<file path="src/rtl/regfile_writeback.sv">
// regfile_writeback
// Write-port arbiter for the integer register file. Single-cycle ALU results
// and buffered load responses share the file's one write port. Load responses
// wait in a small FIFO; writes to x0 are discarded on both paths. A per-register
// pending bit marks loads that are issued but not yet written back, so decode
// can stall on RAW hazards. A buffered load that keeps losing to ALU traffic
// raises stallReq until it gets written.
//
// Ports:
//   clk, rst                  clock, asynchronous active-high reset
//   aluValid/aluRd/aluData    ALU result (no back-pressure)
//   ldValid/ldReady/ldRd/ldData  load response handshake
//   issueValid/issueRd        load issue, sets the pending bit of its destination
//   rd/writeEnable/writeData  registered register-file write port
//   pending                   outstanding-load bitmap, bit 0 always 0
//   stallReq                  upstream must hold aluValid low
//   overrun                   sticky: an ALU write was dropped while stallReq was high
//   fifoCount                 current load FIFO occupancy
module regfile_writeback #(
    parameter int FIFO_DEPTH   = 4,
    parameter int STARVE_LIMIT = 8
) (
    input  logic                          clk,
    input  logic                          rst,
    input  logic                          aluValid,
    input  logic [4:0]                    aluRd,
    input  logic [31:0]                   aluData,
    input  logic                          ldValid,
    output logic                          ldReady,
    input  logic [4:0]                    ldRd,
    input  logic [31:0]                   ldData,
    input  logic                          issueValid,
    input  logic [4:0]                    issueRd,
    output logic [4:0]                    rd,
    output logic                          writeEnable,
    output logic [31:0]                   writeData,
    output logic [31:0]                   pending,
    output logic                          stallReq,
    output logic                          overrun,
    output logic [$clog2(FIFO_DEPTH):0]   fifoCount
);

    localparam int PTR_W    = $clog2(FIFO_DEPTH);
    localparam int CNT_W    = PTR_W + 1;
    localparam int STARVE_W = $clog2(STARVE_LIMIT + 1);

    logic [4:0]          fifoRdR   [FIFO_DEPTH];
    logic [31:0]         fifoDataR [FIFO_DEPTH];
    logic [PTR_W-1:0]    headR;
    logic [PTR_W-1:0]    tailR;
    logic [STARVE_W-1:0] starveR;

    logic                fifoEmptyS;
    logic                aluWantS;
    logic                pushS;
    logic                popS;
    logic                aluWinS;
    logic                dropS;
    logic [STARVE_W-1:0] starveNextS;
    logic                stallNextS;
    logic [31:0]         pendingNextS;
    logic [CNT_W-1:0]    countNextS;

    // Ready comes from the registered count only; a full FIFO refuses even if it pops this cycle.
    assign ldReady = !rst && (fifoCount < CNT_W'(FIFO_DEPTH));

    // Arbitration: a starved load beats the ALU; otherwise the ALU wins and the FIFO drains in idle cycles.
    always_comb begin
        fifoEmptyS = (fifoCount == {CNT_W{1'b0}});
        aluWantS   = aluValid && (aluRd != 5'd0);
        pushS      = ldValid && ldReady && (ldRd != 5'd0);
        popS       = !fifoEmptyS && (stallReq || !aluWantS);
        aluWinS    = aluWantS && !stallReq;
        dropS      = aluWantS && stallReq;
    end

    // Starvation tracking: count consecutive ALU wins over a waiting load.
    always_comb begin
        starveNextS = starveR;
        stallNextS  = stallReq;
        if (popS || fifoEmptyS) begin
            starveNextS = {STARVE_W{1'b0}};
        end else if (aluWinS && (starveR != STARVE_W'(STARVE_LIMIT))) begin
            starveNextS = starveR + STARVE_W'(1);
        end else begin
            starveNextS = starveR;
        end
        if (popS) begin
            stallNextS = 1'b0;
        end else if (starveNextS == STARVE_W'(STARVE_LIMIT)) begin
            stallNextS = 1'b1;
        end else begin
            stallNextS = stallReq;
        end
    end

    // Pending scoreboard: clear on load writeback, then set on issue so a same-cycle set wins.
    always_comb begin
        pendingNextS = pending;
        if (popS) begin
            pendingNextS[fifoRdR[headR]] = 1'b0;
        end else begin
            pendingNextS = pending;
        end
        if (issueValid && (issueRd != 5'd0)) begin
            pendingNextS[issueRd] = 1'b1;
        end else begin
            pendingNextS[0] = 1'b0;
        end
        pendingNextS[0] = 1'b0;
    end

    // Occupancy: simultaneous push and pop leave the count unchanged.
    always_comb begin
        case ({pushS, popS})
            2'b10:   countNextS = fifoCount + CNT_W'(1);
            2'b01:   countNextS = fifoCount - CNT_W'(1);
            default: countNextS = fifoCount;
        endcase
    end

    // FIFO storage; contents are meaningless until the count covers them, so no reset is needed.
    always_ff @(posedge clk) begin
        if (pushS) begin
            fifoRdR[tailR]   <= ldRd;
            fifoDataR[tailR] <= ldData;
        end
    end

    // Control state and the registered write port.
    always_ff @(posedge clk or posedge rst) begin
        if (rst) begin
            headR       <= {PTR_W{1'b0}};
            tailR       <= {PTR_W{1'b0}};
            fifoCount   <= {CNT_W{1'b0}};
            starveR     <= {STARVE_W{1'b0}};
            stallReq    <= 1'b0;
            overrun     <= 1'b0;
            pending     <= 32'd0;
            rd          <= 5'd0;
            writeEnable <= 1'b0;
            writeData   <= 32'd0;
        end else begin
            fifoCount <= countNextS;
            starveR   <= starveNextS;
            stallReq  <= stallNextS;
            overrun   <= overrun | dropS;
            pending   <= pendingNextS;
            if (pushS) begin
                tailR <= tailR + PTR_W'(1);
            end
            if (popS) begin
                headR       <= headR + PTR_W'(1);
                rd          <= fifoRdR[headR];
                writeData   <= fifoDataR[headR];
                writeEnable <= 1'b1;
            end else if (aluWinS) begin
                rd          <= aluRd;
                writeData   <= aluData;
                writeEnable <= 1'b1;
            end else begin
                writeEnable <= 1'b0;
            end
        end
    end

endmodule

</file>
<file path="config.mk">
export PLATFORM = sky130hd
export DESIGN_NAME = regfile_writeback
export DESIGN_NICKNAME = d
export VERILOG_FILES = /design/src/rtl/regfile_writeback.sv
export SDC_FILE = /design/constraint.sdc
export NUM_CORES = 1
export LEC_CHECK = 0
export CORE_MARGIN = 10
export CORE_UTILIZATION = 45
export DETAILED_ROUTE_END_ITERATION = 8
export PLACE_DENSITY = 0.72
export SETUP_SLACK_MARGIN = 0.15
export SYNTH_ARGS = -nofsm -noshare
export SYNTH_HDL_FRONTEND = slang
export SYNTH_SLANG_ARGS = --single-unit
</file>
<file path="constraint.sdc">
create_clock -name clk -period 2.4 [get_ports clk]
set_clock_uncertainty 0.1 [all_clocks]
set_input_delay 0.36 -clock clk [delete_from_list [all_inputs] [get_ports clk]]
set_output_delay 0.36 -clock clk [all_outputs]
set_load 0.03 [all_outputs]
</file>
## Word level (Yosys, flattened, before mapping)

Memories as Yosys holds them, arrays and structs flattened.
Index checks and enable logic that the tools add are counted.

- Register bits: 82
- Memory bits (writable): 148
- Memories: 2

- $add $sub $neg: 5
- $lt $le $gt $ge: 5
- Equality and inequality tests: 4
- Mux-type cells: 19
- Bitwise operators: 4
- Reduce and logical (&&, ||, !) cells: 24

Memories:

| name | words | width | rd ports | clocked after Yosys merged registers in | write ports | line | text |
|---|---|---|---|---|---|---|---|
| fifoDataR | 4 | 32 | 1 | 0 | 1 | 48 | `logic [31:0] fifoDataR [FIFO_DEPTH];` |
| fifoRdR | 4 | 5 | 1 | 0 | 1 | 47 | `logic [4:0] fifoRdR [FIFO_DEPTH];` |

Operator list:

| cell | number |
|---|---|
| 32-bit 2-to-1 mux | 3 |
| 32-bit AND | 1 |
| 32-bit inverter | 1 |
| 32-bit OR | 1 |
| 31-bit 2-to-1 mux | 1 |
| 5-bit nonzero test | 3 |
| 5-bit by 6-bit less-than comparator with 1-bit output (second input constant) | 2 |
| 1-bit logical AND | 11 |
| 1-bit demux with 5-bit select | 2 |
| 5-bit by 1-bit >= comparator with 1-bit output (second input constant) | 2 |
| 5-bit 2-to-1 mux | 2 |
| 1-bit 2-to-1 mux | 8 |
| 4-bit 2-to-1 mux | 2 |
| 3-bit one-hot mux with 2 select lines | 1 |
| 2-bit nonzero test | 3 |
| 2-bit by 1-bit adder with 2-bit output (second input constant) | 2 |
| 4-bit by 1-bit adder with 4-bit output (second input constant) | 1 |
| 4-bit == test (second input constant) | 1 |
| 1-bit logical NOT | 4 |
| 4-bit inequality test (second input constant) | 1 |
| 3-bit by 1-bit adder with 3-bit output (second input constant) | 1 |
| 3-bit logical NOT | 1 |
| 3-bit less-than comparator (second input constant) | 1 |
| 3-bit by 1-bit subtractor with 3-bit output (second input constant) | 1 |
| other kinds (4) | 5 |

## Longest topological paths before layout

Gate-level depths: netlist of run 1.

- Word-level depth: 10
- Gate-level depth with buffers: 11
- Mapped depth without buffers: 9

## Worst setup path after synthesis of run 1

OpenSTA, ideal clock, no wires.

- Path kind: flip-flop to flip-flop
- Start point: register fifoCount[2]
- End point: memory fifoDataR[0][0], enable pin
- Library setup time: 398 ps
- Arrival time: 2,408 ps
- Slack: -506 ps
- Stages on the path, launching flop included: 5
- Path buffers: 0
- Path through: dfrtp_1 -> nor2_1 -> nand2_1 -> a21oi_1 -> and2_1

- Longest elaborated chain between the ends: 6

RTL lines:

| element | line | text |
|---|---|---|
| start: declaration | 40 | `output logic [$clog2(FIFO_DEPTH):0] fifoCount` |
| start signal: assignment | 135 | `fifoCount <= {CNT_W{1'b0}};` |
| start signal: assignment | 144 | `fifoCount <= countNextS;` |
| 3-bit less-than comparator | 65 | `assign ldReady = !rst && (fifoCount < CNT_W'(FIFO_DEPTH));` |
| 1-bit logical AND | 65 |  |
| net ldReady | 29 | `output logic ldReady,` |
| 1-bit logical AND (2 in series) | 71 | `pushS = ldValid && ldReady && (ldRd != 5'd0);` |
| 1-bit 2-to-1 mux | 124 | `if (pushS) begin` |
| 1-bit 2-to-1 mux (not written as such) | 126 | `fifoDataR[tailR] <= ldData;` |
| end: declaration | 48 |  |

The timed path passes the listed nets, and every way through them passes these cells.

## Final worst setup path of run 1

- Start point: input aluRd[0]
- End point: register fifoCount[1]

- Longest elaborated chain between the ends: 7
- Elaborated cells between the ends (all ways): 9
- Those cells by class: eq/ne (2); mux (1); reduce/logical (6)

RTL lines:

| element | line | text |
|---|---|---|
| start: declaration | 26 | `input logic [4:0] aluRd,` |
| 5-bit nonzero test * | 70 | `aluWantS = aluValid && (aluRd != 5'd0);` |
| 1-bit logical AND * | 70 |  |
| 1-bit logical NOT * | 72 | `popS = !fifoEmptyS && (stallReq \|\| !aluWantS);` |
| 1-bit logical OR * | 72 |  |
| 1-bit logical AND * | 72 |  |
| 2-bit by 1-bit == test with 1-bit output or 2-bit == test (tied branches) | 115 | `case ({pushS, popS})` |
| 3-bit one-hot mux with 2 select lines * | 115 |  |
| net countNextS[1] | 62 | `logic [CNT_W-1:0] countNextS;` |

Mark *: on every way through the listed nets, which the timed path passes. The rest lies on a longest branch.
A chain may end at the register's enable or synchronous reset.

==> summary.md, run 1 <==
| Metric | Value |
|---|---|
| Clock slew at reported path FFs | ~60 ps |
| Clk pwr share | roughly a quarter |
| Setup repair bufs after CTS | 0 |
| Max-cap violations | 0 |
| Die H | around 170 µm |
| Leakage power total | about 4.6 nW |
| GR Util met3 | approximately 4.6% |
| WS Path Type | in -> reg |
| Sequential fraction of design power | 36.8% |
| Net Sw Frac | a little over a third |
| EDFF count, synth | roughly 150 |
| Worst R2R End | fifoCount[2] |
| TritonCTS clock tree | yes |
| Comb power frac | 38.4% |
| GRT overflow | 0 |
| Routed wire per std cell | about 21 µm |
| Post-route setup TNS | 0 ps |
| Pwr/cell area | 1203 nW/µm² |
| Die area | ~27,000 µm² |
| Drt drc | 0 |
| DR vias | between 6k and 7k |
| Vias in the first global route | roughly 6.7k |
| Reg-to-reg setup timing slack | 250 ps |
| Final core occ | between 60% and 70% |
| Final Hold Viols | 0 |
| Routed Wire Length | ~25,000 µm |
| Detail Route Antenna Nets | 0 |
| Worst EP arrival | between 2000 and 2500 ps |
| Switch Pwr | about 5.3 mW |
| Antenna violations before repair | 3 |
| Clock root buffer | clkbuf_16 |
| FILL cells | roughly 1.6k |
| GRT busiest layer | met2 |
| Via density per instance | between 5 and 6 |
| Iteration-0 DRC Markers | 407 |
| DP Wirelength | roughly 17,000 µm |
| CP max FO | 3 |
| Fin. max-slew vios | 0 |
| Post-Syn Nets | roughly 750 |
| CP endpoint kind | flop |
| CTS Hold Bufs | 0 |
| Status | finished clean |
| Area of the core | 20,890 µm² |
| Fin crit share | about nine tenths |
| Fin worst setup slack | between 200 and 250 ps |
| Max Buffers Root-to-Sink | 3 |
| Reg2reg start | stallReq |
| Sequential area share after synthesis | between 60% and 70% |
| Synth Instances | 660 |
| Worst skew pair latency | 520 ps |
| Site row count | 53 |
| Clock sink total | 230 |
| H-tree depth | 1 |
| VDD IR max | 0.7972 mV |
| RSZ-0062 raised after global routing | false |
| Slew Limit Headroom | between 50% and 60% |
| CTS buffer count | 25 |
| Total Power | roughly 15 mW |
| Largest net degree at the start of global routing | 42 |
| Most used flip-flop cell after synthesis | edfxtp_1 |
| Leading cell type in the layout, fill and taps excluded | clkdlybuf4s50_1 |
| Layout Nets | 942 |
| Synth Cell Area | around 9500 µm² |
| M1 GR Usage | between 20% and 30% |
| Top Ports | 160 |
| Number of synthesized register bits | 230 |
| Ys async rst share | approximately 36% |
| Worst EP required | ~2700 ps |
| Syn_area_per_cell | approximately 14 µm² |
| Synth warnings | 0 |
| Final min period | ~2200 ps |
| Die width | approximately 170 µm |
| R2R depth | 9 |
| Commonest non-fill, non-tap cells in the layout | clkdlybuf4s50_1 (157), edfxtp_1 (148), dfrtp_1 (76) |
| Final Cell Area | 12,620 µm² |
| Routability cong. | 0.8874 |
| Global-route wire length before repair | approximately 38,000 µm |
| Pint | about 9.9 mW |
| Startpoint Class | input port |
| Grt met2 use | a little under 30% |
| Port buffer count | 158 |
| Setup Viol. Count Final | 0 |
| Worst slew pin tran | between 700 and 800 ps |
| Synth cell types | 42 |
| Total track usage | between 10% and 20% |
| Worst min-delay path category | in -> async |
| Layout cell share with drive strength beyond 1 | approximately 17% |
| Setup WS pre-CTS | -392.7 ps |
| Initial core utilization | 45.57% |
| Placed cell areas | around 12,000 µm² |
| Layout area overhead | 32.53% |
| Fmax | around 0.46 GHz |
| Drt pass-1 iters | 5 |
==> area by class of cell <==
class                      count  area, µm²  share of cell area, %
clock buffer                  31      658.1                  5.217
tap                          275      344.1                  2.727
clock inverter                15      146.4                  1.160
timing repair buffer         204       2067                  16.38
inverter                       8      33.78                 0.2678
multi-input combinational    381       2858                  22.65
antenna                        2      5.005                0.03967
sequential                   230       6504                  51.55
==> what timing repair did <==
item / in CTS / in global routing
setup endpoints to repair: 43 / 1
resized for setup: 4 / 1
cloned: 0 / 0
==> cells by family (layout without fill, tap and decap cells) <==
group / after synthesis / count (layout) / share of synthesized area, %
other: 1 / 3 / 0.03939
XOR/XNOR: 8 / 8 / 0.7361
flip-flops: 230 / 230 / 68.24
buffers and inverters: 49 / 258 / 2.432
multiplexers: 56 / 56 / 10.75
adder cells (fa/ha/maj): 8 / 8 / 1.130
AO/OA/AOI/OAI: 103 / 103 / 5.941
AND/OR/NAND/NOR: 205 / 205 / 10.73
==> worst max path at each step <==
stage / to / cells past startpoint / startpoint / slack, ps
after floorplan: fifoCount[1] / 9 / fifoCount[2] / 30
after global routing: pending[12] / 7 / fifoCount[1] / 160
after CTS: fifoCount[2] / 9 / stallReq / 220
after detailed placement: writeData[8] / 7 / aluRd[0] / -390
after global placement: writeData[8] / 7 / aluRd[1] / -290
final: fifoCount[1] / 9 / aluRd[0] / 230
==> metrics by stage <==
| step | cells | hold WS, ps |
|---|---|---|
| after floorplan | 660 | 358.9 |
| after global placement | 1098 | 407.8 |
| after detailed placement | 1098 | 409.9 |
| after CTS | 1144 | 263.3 |
| after global routing | 1145 | 278.9 |
| final | 1146 | 258.3 |
==> layer usage <==
metal	routed length [µm]	part of all wire, %
met3	2171	8.9
met2	12140	49
met5	10	0.041
met1	9744	40
met4	465	1.9
==> worst max-delay path, stage by stage <==
cell	delay, ps
clkdlybuf4s50_1	440
nor3_1	420
buf_12	170
or2_2	140
nand2_4	60
inv_2	60
ha_4	130
fa_2	420
mux2_4	270
==> sequential cells by signal, summed over array words and instances, names as in the netlist <==
signal,flops
fifoCount,3
starveR,4
fifoRdR,20
fifoDataR,128
writeEnable,1
stallReq,1
headR,2
writeData,32
tailR,2
overrun,1
pending,31
rd,5
==> synth_stat cells (2+ instances only) <==
cell / instances / share of area (%)
ha_1: 7 / 0.92
edfxtp_1: 148 / 47
nand2b_1: 3 / 0.20
nor4b_4: 2 / 0.50
inv_1: 8 / 0.32
buf_4: 3 / 0.24
buf_2: 11 / 0.58
nor3_1: 58 / 3.0
a31oi_1: 25 / 1.6
dfrtp_1: 82 / 22
o21ai_0: 39 / 2.1
or3_1: 2 / 0.13
nand3_1: 29 / 1.5
buf_6: 3 / 0.35
or2_1: 2 / 0.13
clkbuf_1: 21 / 0.83
mux2_2: 4 / 0.47
and2_1: 4 / 0.26
nor2_1: 70 / 2.8
nand3b_1: 5 / 0.39
xnor2_1: 7 / 0.64
a21oi_1: 34 / 1.8
buf_1: 3 / 0.12
mux4_1: 2 / 0.55
nand2_1: 20 / 0.79
mux2i_1: 16 / 1.7
mux4_2: 34 / 8.0
or3b_2: 4 / 0.37
==> power by group through the flow <==
stage / logic [mW] / registers [mW] / clock network [mW]
after CTS: 5.90 / 5.60 / 3.82
after global routing: 6.22 / 5.68 / 3.97
after detailed placement: 5.86 / 5.66 / 0
after global placement: 5.80 / 5.63 / 0
after floorplan: 2.57 / 6.61 / 0
final: 5.83 / 5.59 / 3.76
(Power assumes the default switching activity.)
==> run 2: changes to the inputs <==
--- a/config.mk
+++ b/config.mk
@@ -9,6 +9,7 @@
 export CORE_UTILIZATION = 45
 export DETAILED_ROUTE_END_ITERATION = 8
 export PLACE_DENSITY = 0.72
+export REMOVE_ABC_BUFFERS = 1
 export SETUP_SLACK_MARGIN = 0.15
 export SYNTH_ARGS = -nofsm -noshare
 export SYNTH_HDL_FRONTEND = slang
==> run 2 against run 1 <==
  * Non-clock buffer count fell by 4
  * Sequential share of layout area rose by 0.46 points
  * Global-route usage fell by 0.94 points
  * Via count fell by 1.7%
  * Wire length fell by 4.7%
  * Maximum frequency rose by 2.3%
  * Sequential power fell by 1%
==> summary.md, run 2 (synthesis results as in run 1) <==
| Metric | Value |
|---|---|
| Final Hold Slack | between 300 and 400 ps |
| Most frequent CP cell | buf_4 |
| Worst skew pair latency | 500 ps |
| Most flop-heavy register | fifoDataR |
| Vias in the first global route | approximately 6.4k |
| CP max FO | 3 |
| Max-cap violations | 0 |
| GRT overflow | 0 |
| Layout cell share with drive strength beyond 1 | about 16% |
| Pwr/cell area | 1201 nW/µm² |
| Fin crit share | roughly 88% |
| Inst Count DP | 1,094 |
| Area of the core | about 21,000 µm² |
| Startpoint Class | flop |
| Largest stage delay on the critical path | 390 ps |
| Clock root buffer | clkbuf_16 |
| Max reg flops | about 130 |
| Commonest non-fill, non-tap cells in the layout | clkdlybuf4s50_1 (157), edfxtp_1 (148), dfrtp_1 (80) |
| FILL cells | between 1.5k and 2k |
| Clock slew at reported path FFs | roughly 70 ps |
| DP Wirelength | ~16,000 µm |
| Clock sink total | 230 |
| Port buffer count | about 160 |
| Site row count | 53 |
| Via density per instance | between 5 and 6 |
| Antenna violations before repair | 1 |
| Initial core utilization | between 40% and 50% |
| Routed wire per std cell | 20.58 µm |
| Detail Route Antenna Nets | 0 |
| Fmax | ~0.47 GHz |
| DR vias | about 6.2k |
| Global-route wire length before repair | between 30,000 and 40,000 µm |
| Final min period | around 2100 ps |
| Largest net degree at the start of global routing | between 80 and 90 |
| Buf/Inv on CP | 3 |
| Reg area | 6499 µm² |
| Fin worst setup slack | ~280 ps |
| Biggest regs | fifoDataR x128, writeData x32, pending x31 |
| CP endpoint kind | output pin |
| Total track usage | 16.70% |
| Final Hold Viols | 0 |
| CTS Hold Bufs | 0 |
| Die H | about 170 µm |
| Layout Nets | between 900 and 1k |
| Layout area overhead | 31.26% |
| Top Ports | 160 |
| WP depth | 4 |
| RSZ-0062 raised after global routing | false |
| WS Path Type | reg -> out |
| VDD IR max | between 0.5 and 0.6 mV |
| Routed Wire Length | about 23,000 µm |
| Setup Viol. Count Final | 0 |
| CTS buffer count | 23 |
| Status | finished clean |
| Area occupied by multi-input gates | about 2800 µm² |
| CP top delay family | buffers and inverters |
| Crit path max-delay cell type | dlygate4sd2_1 |
| Drt pass-1 iters | 5 |
| Worst EP required | slightly below 2000 ps |
| R2R depth | 9 |
| Iteration-0 DRC Markers | 385 |
| H-tree depth | 1 |
| Die width | roughly 170 µm |
| Drt drc | 0 |
| Placed cell areas | 11,680 µm² |
| Setup WS pre-CTS | -160.8 ps |
| Worst EP arrival | between 1500 and 2000 ps |
| Routability cong. | between 0.8 and 0.9 |
| Crit-path cells | buf_4 -> nor2_1 -> buf_4 -> dlygate4sd2_1 |
| Fin. max-slew vios | 0 |
| TritonCTS clock tree | yes |
| Max Buffers Root-to-Sink | 3 |
| Setup repair bufs after CTS | 0 |
| Worst min-delay path category | in -> async |
| Leading cell type in the layout, fill and taps excluded | clkdlybuf4s50_1 |
| Non-Filler Instances | roughly 1.1k |
| Die area | about 27,000 µm² |
| Leakage power total | 4.526 nW |
| Final Cell Area | between 10,000 and 15,000 µm² |
[run 2: changes by cell type in the layout (fill, tap and decap cells not counted), sizes merged]
cell and change:
clkinv -5, inv -1, bufinv +1, buf -4
diode -1, clkinvlp +1, clkbuf -1
[run 2: worst paths after layout]
kind / start / end / slack, ps
worst max-delay path: fifoCount[2] / ldReady / 280
worst min-delay path: rst / writeData[0] / 300
worst max register to register: fifoCount[1] / fifoCount[2] / 300
worst min register to register: overrun / overrun / 410
max in group asynchronous: rst / writeData[23] / 1500
min in group clk: aluData[17] / writeData[17] / 310
[run 2: metrics by stage]
| stage | total power, mW | TNS, ps | utilization (%) |
|---|---|---|---|
| 4_1_cts | 15.17 | 0 | 59.75 |
| 3_3_place_gp | 11.28 | -274.7 | 55.91 |
| 3_5_place_dp | 11.38 | -279.2 | 55.91 |
| 2_1_floorplan | 8.972 | -153110 | - |
| 5_1_grt | 15.73 | 0 | 59.80 |
| 6_report | 15.00 | 0 | 59.81 |
[run 2: worst reg2reg max path, stage by stage (launching register included)]
cell and delay (ps):
dfrtp_1 380, or3_4 400, o21a_1 120, nand2_1 90, inv_1 50, ha_2 180
fa_2 330, xnor2_1 130, nor2_1 60, xor2_1 150
[run 2: cell type report]
type	instances	share of cell area, %
inverter	8	0.2504
multi-input combinational	381	22.61
tap	275	2.754
clock buffer	30	5.057
antenna	1	0.02003
timing repair buffer	200	16.00
sequential	230	52.01
clock inverter	11	1.292
[run 2: metal layers]
metal	track usage (%)	vias to the layer above	part of all wire (%)
met3	4.412	32	8.7
met2	28.97	223	49
met1	20.44	3080	41
met4	3.871	0	1.6
met5	0	-	0
li1	-	2874	-
[run 2: power by group]
group          internal (mW)  switching, mW
registers               5.05          0.474
clock network           2.28           1.46
logic                   2.51           3.22
total                   9.84           5.16
[run 2: repair_timing]
item,CTS,global route
pin swaps,2,3
setup endpoints to repair,17,15
resized for setup,3,3
==> run 3: changes to the inputs <==
--- a/config.mk
+++ b/config.mk
@@ -5,10 +5,12 @@
 export SDC_FILE = /design/constraint.sdc
 export NUM_CORES = 1
 export LEC_CHECK = 0
+export CELL_PAD_IN_SITES_DETAIL_PLACEMENT = 0
+export CELL_PAD_IN_SITES_GLOBAL_PLACEMENT = 1
 export CORE_MARGIN = 10
-export CORE_UTILIZATION = 45
+export CORE_UTILIZATION = 39
 export DETAILED_ROUTE_END_ITERATION = 8
-export PLACE_DENSITY = 0.72
+export PLACE_DENSITY_LB_ADDON = 0.1
 export REMOVE_ABC_BUFFERS = 1
 export SETUP_SLACK_MARGIN = 0.15
 export SYNTH_ARGS = -nofsm -noshare
==> run 3 against run 2 <==
  * Power grew 1.2%
  * Cell count grew 5.4%
  * Via count grew 1.5%
  * Highest routed layer unchanged
==> summary.md, run 3 (synthesis results as in run 1) <==
| Metric | Value |
|---|---|
| Status | finished clean |
| Crit-path cells | buf_4 -> clkdlybuf4s50_1 |
| Routability cong. | between 0.7 and 0.8 |
| Antenna violations before repair | 2 |
| Vias in the first global route | about 6.6k |
| H-tree depth | 1 |
| Crit path max-delay cell type | clkdlybuf4s50_1 |
| Area occupied by multi-input gates | about 2800 µm² |
| Setup WS pre-CTS | -162.0 ps |
| Reg2reg start | fifoCount[1] |
| Worst skew pair latency | roughly 520 ps |
| Setup Viol. Count Final | 0 |
| Port buffer count | 158 |
| Post-route setup TNS | 0 ps |
| DP Wirelength | 16,960 µm |
| Fin crit share | around nine tenths |
| Leakage power total | around 4.6 nW |
| Global-route wire length before repair | 39,230 µm |
| WS Path Type | reg -> out |
| Drt pass-1 iters | 5 |
| Worst EP required | 1940 ps |
| Fin worst setup slack | about 260 ps |
| Routed Wire Length | approximately 25,000 µm |
| Via density per instance | roughly 5.3 |
| Worst EP arrival | approximately 1700 ps |
| Max Buffers Root-to-Sink | 3 |
| CP top delay family | buffers and inverters |
| Worst slew pin tran | between 500 and 600 ps |
| Most flop-heavy register | fifoDataR |
| Iteration-0 DRC Markers | 468 |
| Biggest regs | fifoDataR x128, writeData x32, pending x31 |
| Layout area overhead | 33.02% |
| Reg-to-reg setup timing slack | approximately 270 ps |
| Routed wire per std cell | roughly 21 µm |
| Buf/Inv on CP | 2 |
| R2R depth | 9 |
| Final min period | between 2000 and 2500 ps |
| Met3 wire len | 1581 µm |
| Commonest non-fill, non-tap cells in the layout | clkdlybuf4s50_1 (157), edfxtp_1 (148), dfrtp_1 (80) |
| Layout cell share with drive strength beyond 1 | between 15 and 20% |
| TritonCTS clock tree | yes |
| CTS buffer count | 25 |
| CP endpoint kind | output pin |
| Routed wl met2 | 12,230 µm |
| Detail Route Antenna Nets | 0 |
| VDD IR max | 0.5590 mV |
| Fin. max-slew vios | 0 |
| Die H | about 180 µm |
| Worst min-delay path category | in -> async |
| Total Power | 15.18 mW |
| Clock sink total | between 200 and 250 |
| Total track usage | about 16% |
| Largest stage delay on the critical path | 670 ps |
| Worst R2R End | fifoCount[2] |
| Max reg flops | approximately 130 |
| Slew Limit Headroom | 65.75% |
| Area of the core | approximately 24,000 µm² |
| Placed cell areas | about 12,000 µm² |
| Initial core utilization | 39.37% |
| Clock slew at reported path FFs | 60 ps |
| Max-cap violations | 0 |
| Final Cell Area | about 13,000 µm² |
| Die area | 31,060 µm² |
| Clock root buffer | clkbuf_16 |
| M1 wire length | approximately 11,000 µm |
| Drt drc | 0 |
| Final Hold Viols | 0 |
| Final Hold Slack | about 170 ps |
| Site row count | 57 |
| Layout Nets | ~940 |
| CP max FO | 3 |
| Largest net degree at the start of global routing | just over 50 |
| RSZ-0062 raised after global routing | false |
| Pwr/cell area | approximately 1200 nW/µm² |
| Highest Signal Layer | met4 |
| Die width | between 150 and 200 µm |
| Reg area | ~6500 µm² |
| Leading cell type in the layout, fill and taps excluded | clkdlybuf4s50_1 |
| Startpoint Class | flop |
| FILL cells | 2,010 |
| Top Ports | 160 |
| Fmax | around 0.47 GHz |
| GRT overflow | 0 |
| DR vias | ~6.3k |
-- run 3: cell count changes in the layout (fill, tap and decap cells not counted), moves of 2 or more --
cell | before | now
clkbuf_16 | 23 | 25
diode_2 | 1 | 3
clkinv_2 | 3 | 6
buf_4 | 33 | 36
clkbuf_8 | 3 | 1
clkbuf_1 | 4 | 7
buf_12 | 8 | 10
-- run 3: power breakdown --
group          switching, mW  internal (mW)  total [mW]
registers              0.492           5.06        5.55
logic                   3.28           2.54        5.83
clock network           1.52           2.29        3.81
-- run 3: worst register-to-register path: cells and delay by family (launching register included) --
family,cells,cell delay (ps)
AO/OA/AOI/OAI,1,130
XOR/XNOR,2,280
AND/OR/NAND/NOR,3,600
flip-flops,1,380
buffers and inverters,1,40
adder cells (fa/ha/maj),2,540
-- run 3: repair_timing --
item,4_1_cts,5_1_grt
pin swaps,1,0
resized for setup,2,5
hold buffers,0,0
endpoints found under the setup margin,2,38
setup buffers,0,1
-- run 3: final cells by class --
| cell class | count | share of cell area [%] |
|---|---|---|
| sequential | 230 | 51.32 |
| multi-input combinational | 381 | 22.38 |
| timing repair buffer | 205 | 16.29 |
| clock buffer | 33 | 5.257 |
| tap | 324 | 3.202 |
| clock inverter | 13 | 1.225 |
| inverter | 8 | 0.2569 |
| antenna | 3 | 0.05929 |
-- run 3: per-stage QoR --
stage | instances | util [%]
after floorplan | 619 | -
after global placement | 1147 | 48.85
after detailed placement | 1147 | 48.85
after CTS | 1193 | 52.25
after global routing | 1195 | 52.35
final | 1197 | 52.37
-- run 3: metal layers --
layer	vias to the layer above	global-route usage [%]
met2	199	27.02
met5	-	0
met1	3179	20.45
met3	35	3.802
met4	0	4.274
li1	2887	-
-- run 3: worst max path at each step --
stage	cells past startpoint	slack, ps	endpoint	start
3_5_place_dp	9	-160	fifoCount[2]	ldRd[3]
2_1_floorplan	4	-1130	writeData[10]	stallReq
3_3_place_gp	10	-150	fifoCount[2]	aluRd[4]
5_1_grt	10	170	fifoCount[2]	fifoCount[2]
6_report	2	260	fifoCount[0]	fifoCount[0]
4_1_cts	9	160	fifoCount[2]	fifoCount[1]
